===== src/rtl/alu_pkg.sv =====
// Shared opcode constants and FSM state encoding for the ALU scheduler.
package alu_pkg;

  localparam logic [1:0] OP_ADD = 2'b00;
  localparam logic [1:0] OP_SUB = 2'b01;
  localparam logic [1:0] OP_AND = 2'b10;
  localparam logic [1:0] OP_OR  = 2'b11;

  typedef enum logic [1:0] {
    ST_IDLE = 2'b00,
    ST_EXEC = 2'b01,
    ST_RESP = 2'b10
  } state_e;

endpackage


===== src/rtl/alu_sched_rr_arb2.sv =====
// Two-requester round-robin grant: ptr names the requester granted last.
module rr_arb2 (
  input  logic [1:0] valid,
  input  logic       ptr,
  output logic [1:0] grant
);

  // One-hot grant; a lone requester always wins, contention goes to the other side of ptr
  always_comb begin
    grant    = 2'b00;
    grant[0] = valid[0] & (~valid[1] | ptr);
    grant[1] = valid[1] & (~valid[0] | ~ptr);
  end

endmodule


===== src/rtl/alu_sched.sv =====
// Schedules two requesters onto one shared combinational ALU and returns
// each result through a single valid/ready response channel.
module alu_sched
  import alu_pkg::*;
#(
  parameter int WIDTH = 8
) (
  input  logic             clk,
  input  logic             rst,
  input  logic             req0_valid,
  output logic             req0_ready,
  input  logic [1:0]       req0_opcode,
  input  logic [WIDTH-1:0] req0_a,
  input  logic [WIDTH-1:0] req0_b,
  input  logic             req1_valid,
  output logic             req1_ready,
  input  logic [1:0]       req1_opcode,
  input  logic [WIDTH-1:0] req1_a,
  input  logic [WIDTH-1:0] req1_b,
  output logic [1:0]       alu_opcode,
  output logic [WIDTH-1:0] alu_a,
  output logic [WIDTH-1:0] alu_b,
  input  logic [WIDTH-1:0] alu_result,
  output logic             resp_valid,
  input  logic             resp_ready,
  output logic             resp_id,
  output logic [WIDTH-1:0] resp_result,
  output logic             busy,
  output logic [7:0]       op_count
);

  state_e           state_r;
  state_e           state_s;
  logic             ptr_r;
  logic [1:0]       grant_s;
  logic             accept_s;
  logic [1:0]       opcode_r;
  logic [WIDTH-1:0] a_r;
  logic [WIDTH-1:0] b_r;
  logic             id_r;
  logic [WIDTH-1:0] resp_result_r;
  logic             resp_id_r;
  logic [7:0]       op_count_r;

  rr_arb2 u_arb (
    .valid ({req1_valid, req0_valid}),
    .ptr   (ptr_r),
    .grant (grant_s)
  );

  // Next-state and handshake decode
  always_comb begin
    state_s    = state_r;
    accept_s   = 1'b0;
    req0_ready = 1'b0;
    req1_ready = 1'b0;
    case (state_r)
      ST_IDLE: begin
        if (|grant_s) begin
          accept_s   = 1'b1;
          req0_ready = grant_s[0] & ~rst;
          req1_ready = grant_s[1] & ~rst;
          state_s    = ST_EXEC;
        end else begin
          state_s = ST_IDLE;
        end
      end
      ST_EXEC: state_s = ST_RESP;
      ST_RESP: begin
        if (resp_ready) begin
          state_s = ST_IDLE;
        end else begin
          state_s = ST_RESP;
        end
      end
      default: state_s = ST_IDLE;
    endcase
  end

  // State register
  always_ff @(posedge clk or posedge rst) begin
    if (rst) begin
      state_r <= ST_IDLE;
    end else begin
      state_r <= state_s;
    end
  end

  // Operand latch, result capture and completion counter
  always_ff @(posedge clk or posedge rst) begin
    if (rst) begin
      ptr_r         <= 1'b1;
      opcode_r      <= 2'b00;
      a_r           <= '0;
      b_r           <= '0;
      id_r          <= 1'b0;
      resp_result_r <= '0;
      resp_id_r     <= 1'b0;
      op_count_r    <= 8'd0;
    end else begin
      if (accept_s) begin
        ptr_r    <= grant_s[1];
        id_r     <= grant_s[1];
        opcode_r <= grant_s[1] ? req1_opcode : req0_opcode;
        a_r      <= grant_s[1] ? req1_a : req0_a;
        b_r      <= grant_s[1] ? req1_b : req0_b;
      end
      if (state_r == ST_EXEC) begin
        resp_result_r <= alu_result;
        resp_id_r     <= id_r;
      end
      if ((state_r == ST_RESP) && resp_ready) begin
        op_count_r <= op_count_r + 8'd1;
      end
    end
  end

  assign alu_opcode  = opcode_r;
  assign alu_a       = a_r;
  assign alu_b       = b_r;
  assign resp_valid  = (state_r == ST_RESP);
  assign resp_id     = resp_id_r;
  assign resp_result = resp_result_r;
  assign busy        = (state_r != ST_IDLE);
  assign op_count    = op_count_r;

endmodule


===== config.mk =====
export PLATFORM = sky130hd
export DESIGN_NAME = alu_sched
export DESIGN_NICKNAME = d
export VERILOG_FILES = /design/src/rtl/alu_pkg.sv /design/src/rtl/alu_sched_rr_arb2.sv /design/src/rtl/alu_sched.sv
export SDC_FILE = /design/constraint.sdc
export NUM_CORES = 1
export LEC_CHECK = 0
export ABC_CLOCK_PERIOD_IN_PS = 4010
export CORE_ASPECT_RATIO = 1.5
export CORE_MARGIN = 4
export CORE_UTILIZATION = 44
export DETAILED_ROUTE_END_ITERATION = 7
export PLACE_DENSITY_LB_ADDON = 0.12
export SYNTH_ARGS = -nofsm -noshare
export SYNTH_HDL_FRONTEND = slang
export SYNTH_HIERARCHICAL = 1
export SYNTH_SLANG_ARGS = --single-unit
export TNS_END_PERCENT = 20

===== constraint.sdc =====
create_clock -name clk -period 4.01 [get_ports clk]
set_clock_uncertainty 0.05 [all_clocks]
set_input_delay 0.6015 -clock clk [delete_from_list [all_inputs] [get_ports clk]]
set_output_delay 0.6015 -clock clk [all_outputs]
set_load 0.02 [all_outputs]

Word-level counts from Yosys, hierarchy flattened
Cells that the tools add are included.

storage, ports and cells
  word-level logic and storage cells = 38
  register bits after elaboration = 39
  output and inout port bits = 39
  input port bits = 49

cells by class
  reductions and logical operators = 4
  $add $sub $neg = 1
  bitwise logic cells = 10
  eq/ne operators = 2
  muxes and demuxes = 12

operators with widths
  cell                                            count
  two-way mux 8 bit                               2
  adder 8 x 1 -> 8 bit (second input constant)    1
  two-way mux 1 bit                               7
  case mux 2 bit (3 select lines)                 1
  bitwise AND 1 bit                               4
  two-way mux 2 bit                               2
  NOT 1 bit                                       4
  == test 2 x 1 -> 1 bit (second input constant)  1
  == test 2 bit (second input constant)           1
  zero test 2 bit                                 1
  bitwise OR 1 bit                                2
  nonzero test 2 bit                              1
  OR reduction 2 bit                              1
  logical AND 1 bit                               1

Logic depth before layout (Yosys ltp)
Gate-level depths: netlist of run 1.

  depth in word-level cells = 6
  gate-level depth with buffers = 6
  mapped depth without buffers = 4

Hierarchy
The synthesis of run 1 kept the hierarchy.

modules (own cells, without submodules)
  module     cells an instance  area an instance (um2)  seq. area each (um2)  times used
  alu_sched  125                1808.0                  977.2                 1
  rr_arb2    3                  18.8                    0.0                   1

Worst setup path after synthesis of run 1
Ideal clock, no wire load.

  kind = input -> output
  start point = in req1_valid
  end point = out req1_ready
  arrival = 1.480 ns
  path buffers = 1
  path slack = 1.879 ns
  stages = 3
  data required time = 3.359 ns
  cells stage by stage = a21boi_0 > buf_2 > and2_1

between the ends
  word-level cells in the longest chain between the ends = 6
  elaborated cells on any way between the ends = 8
  those cells by class = mux: 2; bitwise: 5; reduce/logical: 1

RTL lines
  item                 RTL line                 RTL
  start, declared      alu_sched.sv:15          input logic req1_valid,
  NOT 1 bit            alu_sched_rr_arb2.sv:11  grant[0] = valid[0] & (~valid[1] | ptr);
  bitwise OR 1 bit     alu_sched_rr_arb2.sv:11
  bitwise AND 1 bit    alu_sched_rr_arb2.sv:11
  OR reduction 2 bit   alu_sched.sv:59          if (|grant_s) begin
  two-way mux 1 bit *  alu_sched.sv:59
  two-way mux 1 bit *  alu_sched.sv:57          case (state_r)
  end, declared        alu_sched.sv:16          output logic req1_ready,

Mark *: on every way between the ends. The rest lies on a longest branch, timed or not.

Final worst setup path of run 1
  start point = in req0_valid
  end point = out req0_ready

between the ends
  elaborated cells on any way between the ends = 8
  those cells by class = mux: 2; bitwise: 5; reduce/logical: 1

RTL lines
  item                                                     RTL line                          RTL
  start, declared                                          alu_sched.sv:10                   input logic req0_valid,
  bitwise AND 1 bit *                                      alu_sched_rr_arb2.sv:11
  net grant_s[0]                                           alu_sched.sv:35                   logic [1:0] grant_s;
  bitwise AND 1 bit or OR reduction 2 bit (tied branches)  alu_sched.sv:61, alu_sched.sv:59
  two-way mux 1 bit *                                      alu_sched.sv:59
  two-way mux 1 bit *                                      alu_sched.sv:57
  end, declared                                            alu_sched.sv:11                   output logic req0_ready,

The timed path passes the listed nets; every way through them passes the cells marked *.

==> impl_metrics.env, run 1 <==
export IMPL_outcome="finished clean"
export IMPL_cp_start_kind="primary input"
export IMPL_peakVddDrop_mv=0.510
export IMPL_yosysWarnings=6
export IMPL_numCtsBuffers=5
export IMPL_crit_required_ns=3.36
export IMPL_fin_ws_ns=1.22
export IMPL_drtIter0Drc=35
export IMPL_cts_buffer_depth=2
export IMPL_slew_headroom_pct=41.4
export IMPL_hold_buffers=0
export IMPL_viasPerCell=4.97
export IMPL_num_rows=28
export IMPL_grt_max_degree=24
export IMPL_crit_fanout=3
export IMPL_timing_fmax_ghz=0.359
export IMPL_finalSetupViolCount=0
export IMPL_p_clk_share_pct=15.7
export IMPL_grt_total_usage_pct=16.9
export IMPL_synth_compound_area_share_pct=2.88
export IMPL_min_period_over_period_pct=69.5
export IMPL_synth_area_mux_share_pct=30.2
export IMPL_syn_area_sq_um=1830
export IMPL_postCtsResizedCells=0
export IMPL_rsz0062_at_grt="false"
export IMPL_path_buf_inv=2
export IMPL_finalHoldWorstSlack_ns=0.435
export IMPL_gp_congestion=0.739
export IMPL_p_leak_nw=1.21
export IMPL_cp_arrival_ns=2.14
export IMPL_syn_area_per_cell_sq_um=14.3
export IMPL_h_tree_depth=2
export IMPL_hold_viol_final=0
export IMPL_worst_pin_slew_ns=0.878
export IMPL_combPwrFrac_pct=51.6
export IMPL_netlist_area_leader_share_pct=52.1
export IMPL_fp_coreArea_sq_um=3990
export IMPL_cp_depth=4
export IMPL_die_w_um=60.6
export IMPL_io_buffers=87
export IMPL_worstSetupEndpoint="req0_ready"
export IMPL_clkSlewWorstSetupHoldPaths_ns=0.07
export IMPL_synth_xor_area_share_pct=3.36
export IMPL_fin_setup_tns_ns=0
export IMPL_synth_cells=128
export IMPL_area_growth_pct=55.2
export IMPL_powerDensity_nw_per_um2=755
export IMPL_grt_pass1_vias=1426
export IMPL_grt_ovfl_total=0
export IMPL_path_cells="clkdlybuf4s50_1 -> a21boi_1 -> and2_1 -> clkdlybuf4s50_1"
export IMPL_die_h_um=86.9
export IMPL_cts_tree="built"
export IMPL_fin_nets=269
export IMPL_cp_common_cell="clkdlybuf4s50_1"
export IMPL_ys_ff_latch=39
export IMPL_path_class="in -> out"
export IMPL_seq_area_frac_synth_pct=53.5
export IMPL_hpwl_um=3250
export IMPL_num_fill_cells=305
export IMPL_dieArea_sq_um=5270
export IMPL_synth_largest_area_cell="dfrtp_1"
export IMPL_reg2reg_setup_slack_ns=2.25
export IMPL_crit_path_max_incr_delay_ns=0.59
export IMPL_synthAdderAreaFrac_pct=0.685
export IMPL_r2r_cells=4
export IMPL_rr_endpoint="alu_a[6]$_DFFE_PP0P_"
export IMPL_p_switching_mw=0.737
export IMPL_initial_core_util_pct=45.7
export IMPL_grt_pass1_wl_um=6520
export IMPL_synth_simple_area_share_pct=5.55
export IMPL_insertion_delay_ns=0.29
export IMPL_drv_cap=0
export IMPL_drive_above_1_share_pct=26.4
export IMPL_postCtsSetupBuffers=0
export IMPL_drc=0
export IMPL_synth_top_cells_by_area="dfrtp_1, mux2_2, mux2_4"
export IMPL_cts_sinks=39
export IMPL_hold_class="reg -> reg"
export IMPL_wire_per_inst_um=15.7
export IMPL_startpoint="req0_valid"
export IMPL_p_int_mw=1.40
export IMPL_root_buffer="clkbuf_8"
export IMPL_instances_no_fill=265
export IMPL_post_route_min_period_ns=2.79
export IMPL_p_seq_share_pct=32.7
export IMPL_antenna_left=0
export IMPL_syn_nets=178
export IMPL_place_ws_ns=1.21
export IMPL_antenna_found_initial=0
export IMPL_io_pins=88
export IMPL_crit_family="buffers and inverters"
export IMPL_swShare_pct=34.4
export IMPL_synth_top_family_by_area="multiplexers"
export IMPL_r2r_start="ptr_r$_DFFE_PP1P_"
export IMPL_crit_path_top_delay_cell="clkdlybuf4s50_1"
export IMPL_placed_cells=257
export IMPL_dr_total_vias=1317
export IMPL_drt_total_wl_um=4170
export IMPL_ys_types=26
export IMPL_dr_pass1_iters=6
export IMPL_antennaDiodeCount=0
export IMPL_end_kind="output port"
export IMPL_slew_viol_final=0
==> area by class of cell <==
cell class	instances	area, sq um	share of cell area, %
Sequential cell	39	977	34.5
Timing Repair Buffer	89	886	31.2
Multi-Input combinational cell	80	783	27.6
Clock buffer	6	82.6	2.91
Tap cell	45	56.3	1.99
Clock inverter	2	35.0	1.24
Inverter	4	15.0	0.530
==> placed cells by master (no fill, tap or decap), drive strengths merged <==
| cell type | instances |
|---|---|
| inv | 4 |
| nand4b | 1 |
| and2 | 2 |
| xor2 | 5 |
| a21boi | 2 |
| nand4 | 1 |
| nand2b | 1 |
| nor2 | 4 |
| clkdlybuf4s50 | 87 |
| a22o | 2 |
| ha | 1 |
| nand3 | 1 |
| dfrtp | 38 |
| nand2 | 6 |
| dfstp | 1 |
| buf | 2 |
| bufinv | 1 |
| mux2 | 46 |
| clkinv | 1 |
| nor3 | 3 |
| and2b | 1 |
| o21a | 1 |
| clkbuf | 6 |
| xnor2 | 2 |
| o21ai | 1 |
==> how the worst min path moves through the flow <==
| stage | from | endpoint | depth (start not counted) |
|---|---|---|---|
| 2_1_floorplan | id_r$_DFFE_PP0P_ | id_r$_DFFE_PP0P_ | 1 |
| 3_3_place_gp | op_count[7]$_DFFE_PP0P_ | op_count[7]$_DFFE_PP0P_ | 1 |
| 3_5_place_dp | op_count[7]$_DFFE_PP0P_ | op_count[7]$_DFFE_PP0P_ | 1 |
| 4_1_cts | op_count[7]$_DFFE_PP0P_ | op_count[7]$_DFFE_PP0P_ | 1 |
| 5_1_grt | op_count[7]$_DFFE_PP0P_ | op_count[7]$_DFFE_PP0P_ | 1 |
| 6_report | op_count[7]$_DFFE_PP0P_ | op_count[7]$_DFFE_PP0P_ | 1 |
==> routing by layer <==
layer | vias up | part of all wire [%] | track usage [%]
met2 | 54 | 54 | 29.3
li1 | 624 | - | -
met4 | 0 | 2.2 | 6.90
met5 | - | 0 | 0
met3 | 8 | 8.5 | 5.93
met1 | 631 | 35 | 18.0
==> Yosys cell counts <==
library cell  number
nand4_1            1
nand3_1            1
o21a_4             1
dfrtp_1           38
ha_1               1
nand2_1            6
mux2_1             2
nor3_1             3
xor2_1             5
and2b_1            1
o21ai_0            1
nand4b_1           1
a21boi_0           1
xnor2_1            2
nor2_1             3
nand2b_1           1
inv_1              4
mux2_4             9
a21boi_1           1
a22o_1             2
dfstp_2            1
nor2_2             1
mux2_2            35
and2_1             2
buf_2              3
buf_12             2
==> logic make-up (layout without fill, tap and decap cells) <==
group,Yosys count,count (layout)
flip-flops,39,39
buffers and inverters,9,101
adder cells (fa/ha/maj),1,1
AO/OA/AOI/OAI,6,6
AND/OR/NAND/NOR,20,20
multiplexers,46,46
XOR/XNOR,7,7
==> registers in the layout (all words and copies together) (netlist names) <==
name,cells
op_count,8
ptr_r,1
alu_opcode,2
id_r,1
resp_result,8
state_r,2
alu_a,8
alu_b,8
resp_id,1
==> through the flow <==
| stage | cell area, sq um | utilization (%) | power (mW) |
|---|---|---|---|
| 6_report | 2840 | 71.0 | 2.14 |
| 5_1_grt | 2840 | 71.0 | 2.26 |
| 4_1_cts | 2840 | 71.0 | 2.17 |
| 3_5_place_dp | 2720 | 68.0 | 1.83 |
| 3_3_place_gp | 2720 | 68.0 | 1.80 |
| 2_1_floorplan | 1830 | - | 1.38 |
==> power by group through the flow <==
stage	logic, mW	clock network (mW)	registers, mW
4_1_cts	1.12	0.343	0.704
3_3_place_gp	1.10	0	0.697
5_1_grt	1.17	0.363	0.728
6_report	1.10	0.337	0.699
3_5_place_dp	1.12	0	0.710
2_1_floorplan	0.483	0	0.895
No activity file was read; power rests on OpenSTA's default activity.
==> run 2, diff against run 1 <==
--- a/config.mk
+++ b/config.mk
@@ -5,10 +5,10 @@
 export SDC_FILE = /design/constraint.sdc
 export NUM_CORES = 1
 export LEC_CHECK = 0
-export ABC_CLOCK_PERIOD_IN_PS = 4010
+export ABC_CLOCK_PERIOD_IN_PS = 2600
 export CORE_ASPECT_RATIO = 1.5
 export CORE_MARGIN = 4
-export CORE_UTILIZATION = 44
+export CORE_UTILIZATION = 40
 export DETAILED_ROUTE_END_ITERATION = 7
 export PLACE_DENSITY_LB_ADDON = 0.12
 export SYNTH_ARGS = -nofsm -noshare
==> constraint.sdc (replaced) <==
create_clock -name clk -period 2.6 [get_ports clk]
set_clock_uncertainty 0.05 [all_clocks]
set_input_delay 0.39 -clock clk [delete_from_list [all_inputs] [get_ports clk]]
set_output_delay 0.39 -clock clk [all_outputs]
set_load 0.02 [all_outputs]
==> impl_metrics.env, run 2 (synthesized netlist as in run 1, its figures left out) <==
export IMPL_grt_pass1_wl_um=7560
export IMPL_area_growth_pct=56.5
export IMPL_hold_class="reg -> reg"
export IMPL_crit_fanout=3
export IMPL_viasPerCell=5.07
export IMPL_drtIter0Drc=34
export IMPL_final_common_cell="clkdlybuf4s50_1"
export IMPL_antenna_left=0
export IMPL_powerDensity_nw_per_um2=1190
export IMPL_wire_per_inst_um=16.8
export IMPL_power_mw=3.39
export IMPL_numCtsBuffers=5
export IMPL_cts_sinks=39
export IMPL_drive_above_1_share_pct=26.2
export IMPL_place_ws_ns=0.232
export IMPL_cp_arrival_ns=1.93
export IMPL_peakVddDrop_mv=0.572
export IMPL_io_pins=88
export IMPL_dieArea_sq_um=5730
export IMPL_p_leak_nw=1.22
export IMPL_post_route_min_period_ns=2.37
export IMPL_fin_setup_tns_ns=0
export IMPL_num_fill_cells=362
export IMPL_worst_pin_slew_ns=0.507
export IMPL_hold_viol_final=0
export IMPL_outcome="finished clean"
export IMPL_timing_fmax_ghz=0.421
export IMPL_cp_start_kind="primary input"
export IMPL_root_buffer="clkbuf_8"
export IMPL_dr_total_vias=1355
export IMPL_grt_max_degree=22
export IMPL_fin_ws_ns=0.227
export IMPL_slew_viol_final=0
export IMPL_fin_area_sq_um=2860
export IMPL_path_class="in -> out"
export IMPL_dr_pass1_iters=3
export IMPL_crit_required_ns=2.16
export IMPL_die_h_um=90.8
export IMPL_crit_path_top_delay_cell="clkdlybuf4s50_1"
export IMPL_rsz0062_at_grt="false"
export IMPL_die_w_um=63.2
export IMPL_clkSlewWorstSetupHoldPaths_ns=0.07
export IMPL_crit_path_max_incr_delay_ns=0.60
export IMPL_hold_buffers=0
export IMPL_end_kind="output port"
export IMPL_cts_buffer_depth=2
export IMPL_h_tree_depth=2
export IMPL_grt_ovfl_total=0
export IMPL_fin_util_pct=66.2
export IMPL_finalSetupViolCount=0
export IMPL_drt_total_wl_um=4480
export IMPL_io_buffers=87
export IMPL_slew_headroom_pct=66.1
export IMPL_fp_coreArea_sq_um=4320
export IMPL_grt_total_usage_pct=16.8
export IMPL_postCtsSetupBuffers=0
export IMPL_drv_cap=0
export IMPL_postCtsResizedCells=0
export IMPL_place_area_sq_um=2730
export IMPL_gp_congestion=0.726
export IMPL_fin_nets=270
export IMPL_grt_pass1_vias=1518
export IMPL_mostFrequentLayoutCells="clkdlybuf4s50_1, dfrtp_1, mux2_2"
export IMPL_antennaDiodeCount=0
export IMPL_num_rows=29
export IMPL_cts_tree="built"
export IMPL_path_cells="clkdlybuf4s50_1 -> a21boi_1 -> and2_1 -> clkdlybuf4s50_1"
export IMPL_reg2reg_setup_slack_ns=0.83
export IMPL_drc=0
export IMPL_initial_core_util_pct=42.3
export IMPL_antenna_found_initial=0
export IMPL_hpwl_um=3560
export IMPL_cp_common_cell="clkdlybuf4s50_1"
export IMPL_min_period_over_period_pct=91.3
export IMPL_insertion_delay_ns=0.29
## run 2: where the power goes
| group | internal [mW] | total (mW) | switching (mW) |
|---|---|---|---|
| Combinational | 0.958 | 1.71 | 0.755 |
| Clock | 0.384 | 0.588 | 0.205 |
| Sequential | 0.900 | 1.09 | 0.192 |
| Total | 2.24 | 3.39 | 1.15 |
## run 2: path summary, 6_finish.rpt
| path | start | endpoint | cells past startpoint |
|---|---|---|---|
| worst max-delay path | req0_valid | req0_ready | 4 |
| worst min-delay path | op_count[7]$_DFFE_PP0P_ | op_count[7]$_DFFE_PP0P_ | 1 |
| worst max register to register | ptr_r$_DFFE_PP1P_ | alu_opcode[0]$_DFFE_PP0P_ | 4 |
| worst min register to register | op_count[7]$_DFFE_PP0P_ | op_count[7]$_DFFE_PP0P_ | 1 |
| max in group asynchronous | rst | ptr_r$_DFFE_PP1P_ | 3 |
| min in group asynchronous | rst | state_r[0]$_DFF_PP0_ | 2 |
## run 2: stage by stage
stage               hold WS [ns]  cells
floorplan                  0.412    128
global placement           0.409    259
detailed placement         0.426    259
CTS                        0.441    267
global route               0.462    267
finish                     0.430    267
## run 2: per-layer routing
metal  routed length [um]  GRT usage, %  part of all wire [%]
met5                    0             0                     0
met1                 1540          17.3                    34
met2                 2560          31.0                    57
met3                  315          5.85                   7.0
met4                   63          5.41                   1.4
## run 2: area by class of cell
class | instances | area [sq um] | share of cell area, %
sequential | 39 | 977 | 34.2
timing repair buffer | 90 | 893 | 31.2
multi-input combinational | 80 | 783 | 27.4
clock buffer | 6 | 72.6 | 2.54
clock inverter | 2 | 60.1 | 2.10
tap | 46 | 57.6 | 2.01
inverter | 4 | 15.0 | 0.525
## run 2: worst max-delay path, delay by kind of cell
kind | cells | cell delay, ns
and+or+nand+nor | 1 | 0.17
AOI/OAI and AO/OA | 1 | 0.28
buffers and inverters | 2 | 1.10
==> run 3, diff against run 2 <==
--- a/config.mk
+++ b/config.mk
@@ -7,7 +7,6 @@
 export LEC_CHECK = 0
 export ABC_CLOCK_PERIOD_IN_PS = 2600
 export CORE_ASPECT_RATIO = 1.5
-export CORE_MARGIN = 4
 export CORE_UTILIZATION = 40
 export DETAILED_ROUTE_END_ITERATION = 7
 export PLACE_DENSITY_LB_ADDON = 0.12
==> impl_metrics.env, run 3 (synthesized netlist as in run 1, its figures left out) <==
export IMPL_p_clk_share_pct=15.7
export IMPL_slew_headroom_pct=59.2
export IMPL_insertion_delay_ns=0.29
export IMPL_hold_viol_final=0
export IMPL_hold_class="reg -> reg"
export IMPL_violations="design-rule violations"
export IMPL_finalHoldWorstSlack_ns=0.416
export IMPL_post_route_min_period_ns=2.39
export IMPL_die_h_um=84.8
export IMPL_hpwl_um=3160
export IMPL_grt_max_degree=27
export IMPL_cts_buffer_depth=2
export IMPL_dieArea_sq_um=4850
export IMPL_fp_coreArea_sq_um=4320
export IMPL_cp_start_kind="primary input"
export IMPL_grt_ovfl_total=0
export IMPL_hold_buffers=0
export IMPL_fin_setup_tns_ns=0
export IMPL_crit_required_ns=2.16
export IMPL_grt_pass1_wl_um=6710
export IMPL_h_tree_depth=2
export IMPL_viasPerCell=5.04
export IMPL_numCtsBuffers=5
export IMPL_rr_endpoint="alu_a[4]$_DFFE_PP0P_"
export IMPL_p_seq_share_pct=32.8
export IMPL_reg2reg_setup_slack_ns=0.81
export IMPL_drtIter0Drc=20
export IMPL_worst_pin_slew_ns=0.612
export IMPL_grt_pass1_vias=1490
export IMPL_grt_total_usage_pct=18.5
export IMPL_gp_congestion=0.767
export IMPL_io_buffers=87
export IMPL_whs_path_depth=1
export IMPL_drive_above_1_share_pct=26.4
export IMPL_wire_per_inst_um=15.4
export IMPL_drc=4
export IMPL_peakVddDrop_mv=0.770
export IMPL_combPwrFrac_pct=51.5
export IMPL_slew_viol_final=0
export IMPL_powerDensity_nw_per_um2=1160
export IMPL_dr_pass1_iters=6
export IMPL_min_period_over_period_pct=91.9
export IMPL_area_growth_pct=56.6
export IMPL_die_w_um=57.2
export IMPL_p_switching_mw=1.15
export IMPL_place_area_sq_um=2740
export IMPL_dr_total_vias=1341
export IMPL_r2r_start="ptr_r$_DFFE_PP1P_"
export IMPL_p_int_mw=2.18
export IMPL_clkSlewWorstSetupHoldPaths_ns=0.07
export IMPL_postCtsSetupBuffers=0
export IMPL_outcome="finished with violations"
export IMPL_antenna_found_initial=0
export IMPL_drv_cap=0
export IMPL_initial_core_util_pct=42.3
export IMPL_root_buffer="clkbuf_8"
export IMPL_swShare_pct=34.5
export IMPL_rsz0062_at_grt="false"
export IMPL_antenna_left=0
export IMPL_cts_sinks=39
export IMPL_path_class="in -> out"
export IMPL_cts_tree="built"
export IMPL_fin_area_sq_um=2860
export IMPL_end_kind="output port"
export IMPL_postCtsResizedCells=0
export IMPL_mostFrequentLayoutCells="clkdlybuf4s50_1, dfrtp_1, mux2_2"
export IMPL_r2r_cells=4
export IMPL_crit_fanout=3
export IMPL_antennaDiodeCount=0
export IMPL_worstHoldEndpoint="op_count[7]$_DFFE_PP0P_"
export IMPL_p_leak_nw=1.22
export IMPL_finalSetupViolCount=0
export IMPL_fin_util_pct=66.3
export IMPL_num_rows=29
export IMPL_cp_arrival_ns=1.95
export IMPL_io_pins=88
export IMPL_timing_fmax_ghz=0.418
export IMPL_worstHoldStart="op_count[7]$_DFFE_PP0P_"
export IMPL_drt_total_wl_um=4100
export IMPL_power_mw=3.32
export IMPL_fin_nets=269
export IMPL_final_common_cell="clkdlybuf4s50_1"
-- run 3: layout make-up --
cell class                      instances  area (sq um)
Sequential cell                        39           977
Inverter                                4          15.0
Clock buffer                            6          82.6
Multi-Input combinational cell         80           783
Fill cell                             346          1460
Tap cell                               46          57.6
Timing Repair Buffer                   89           911
Clock inverter                          2          35.0
-- run 3: stage by stage --
| step | setup WS, ns | cells |
|---|---|---|
| detailed placement | 0.215 | 258 |
| CTS | 0.206 | 266 |
| global placement | 0.257 | 258 |
| global route | 0.138 | 266 |
| floorplan | 0.810 | 128 |
| finish | 0.210 | 266 |
-- run 3: critical path, cell delays in order --
cell             delay [ns]
clkdlybuf4s50_1        0.50
a21boi_1               0.29
and2_1                 0.17
clkdlybuf4s50_1        0.59
-- run 3: how the worst max path moves through the flow --
| stage | start | end | slack (ns) | cells past startpoint |
|---|---|---|---|---|
| finish | req0_valid | req0_ready | 0.21 | 4 |
| global placement | req0_valid | req0_ready | 0.26 | 4 |
| floorplan | req1_valid | alu_a[3]$_DFFE_PP0P_ | 0.81 | 4 |
| CTS | req0_valid | req0_ready | 0.21 | 4 |
| global route | req0_valid | req0_ready | 0.14 | 4 |
| detailed placement | req0_valid | req0_ready | 0.22 | 4 |
-- run 3: per-layer routing --
metal	track usage, %	part of all wire [%]	vias up
met5	0	0	-
li1	-	-	623
met2	35.0	58	53
met1	18.1	34	660
met4	6.65	1.4	0
met3	6.01	6.7	5
-- run 3: power by group through the flow --
| stage | Sequential (mW) | Combinational (mW) | Clock, mW |
|---|---|---|---|
| floorplan | 1.38 | 0.745 | 0 |
| global placement | 1.08 | 1.70 | 0 |
| detailed placement | 1.10 | 1.73 | 0 |
| CTS | 1.09 | 1.74 | 0.531 |
| global route | 1.13 | 1.81 | 0.558 |
| finish | 1.09 | 1.71 | 0.523 |
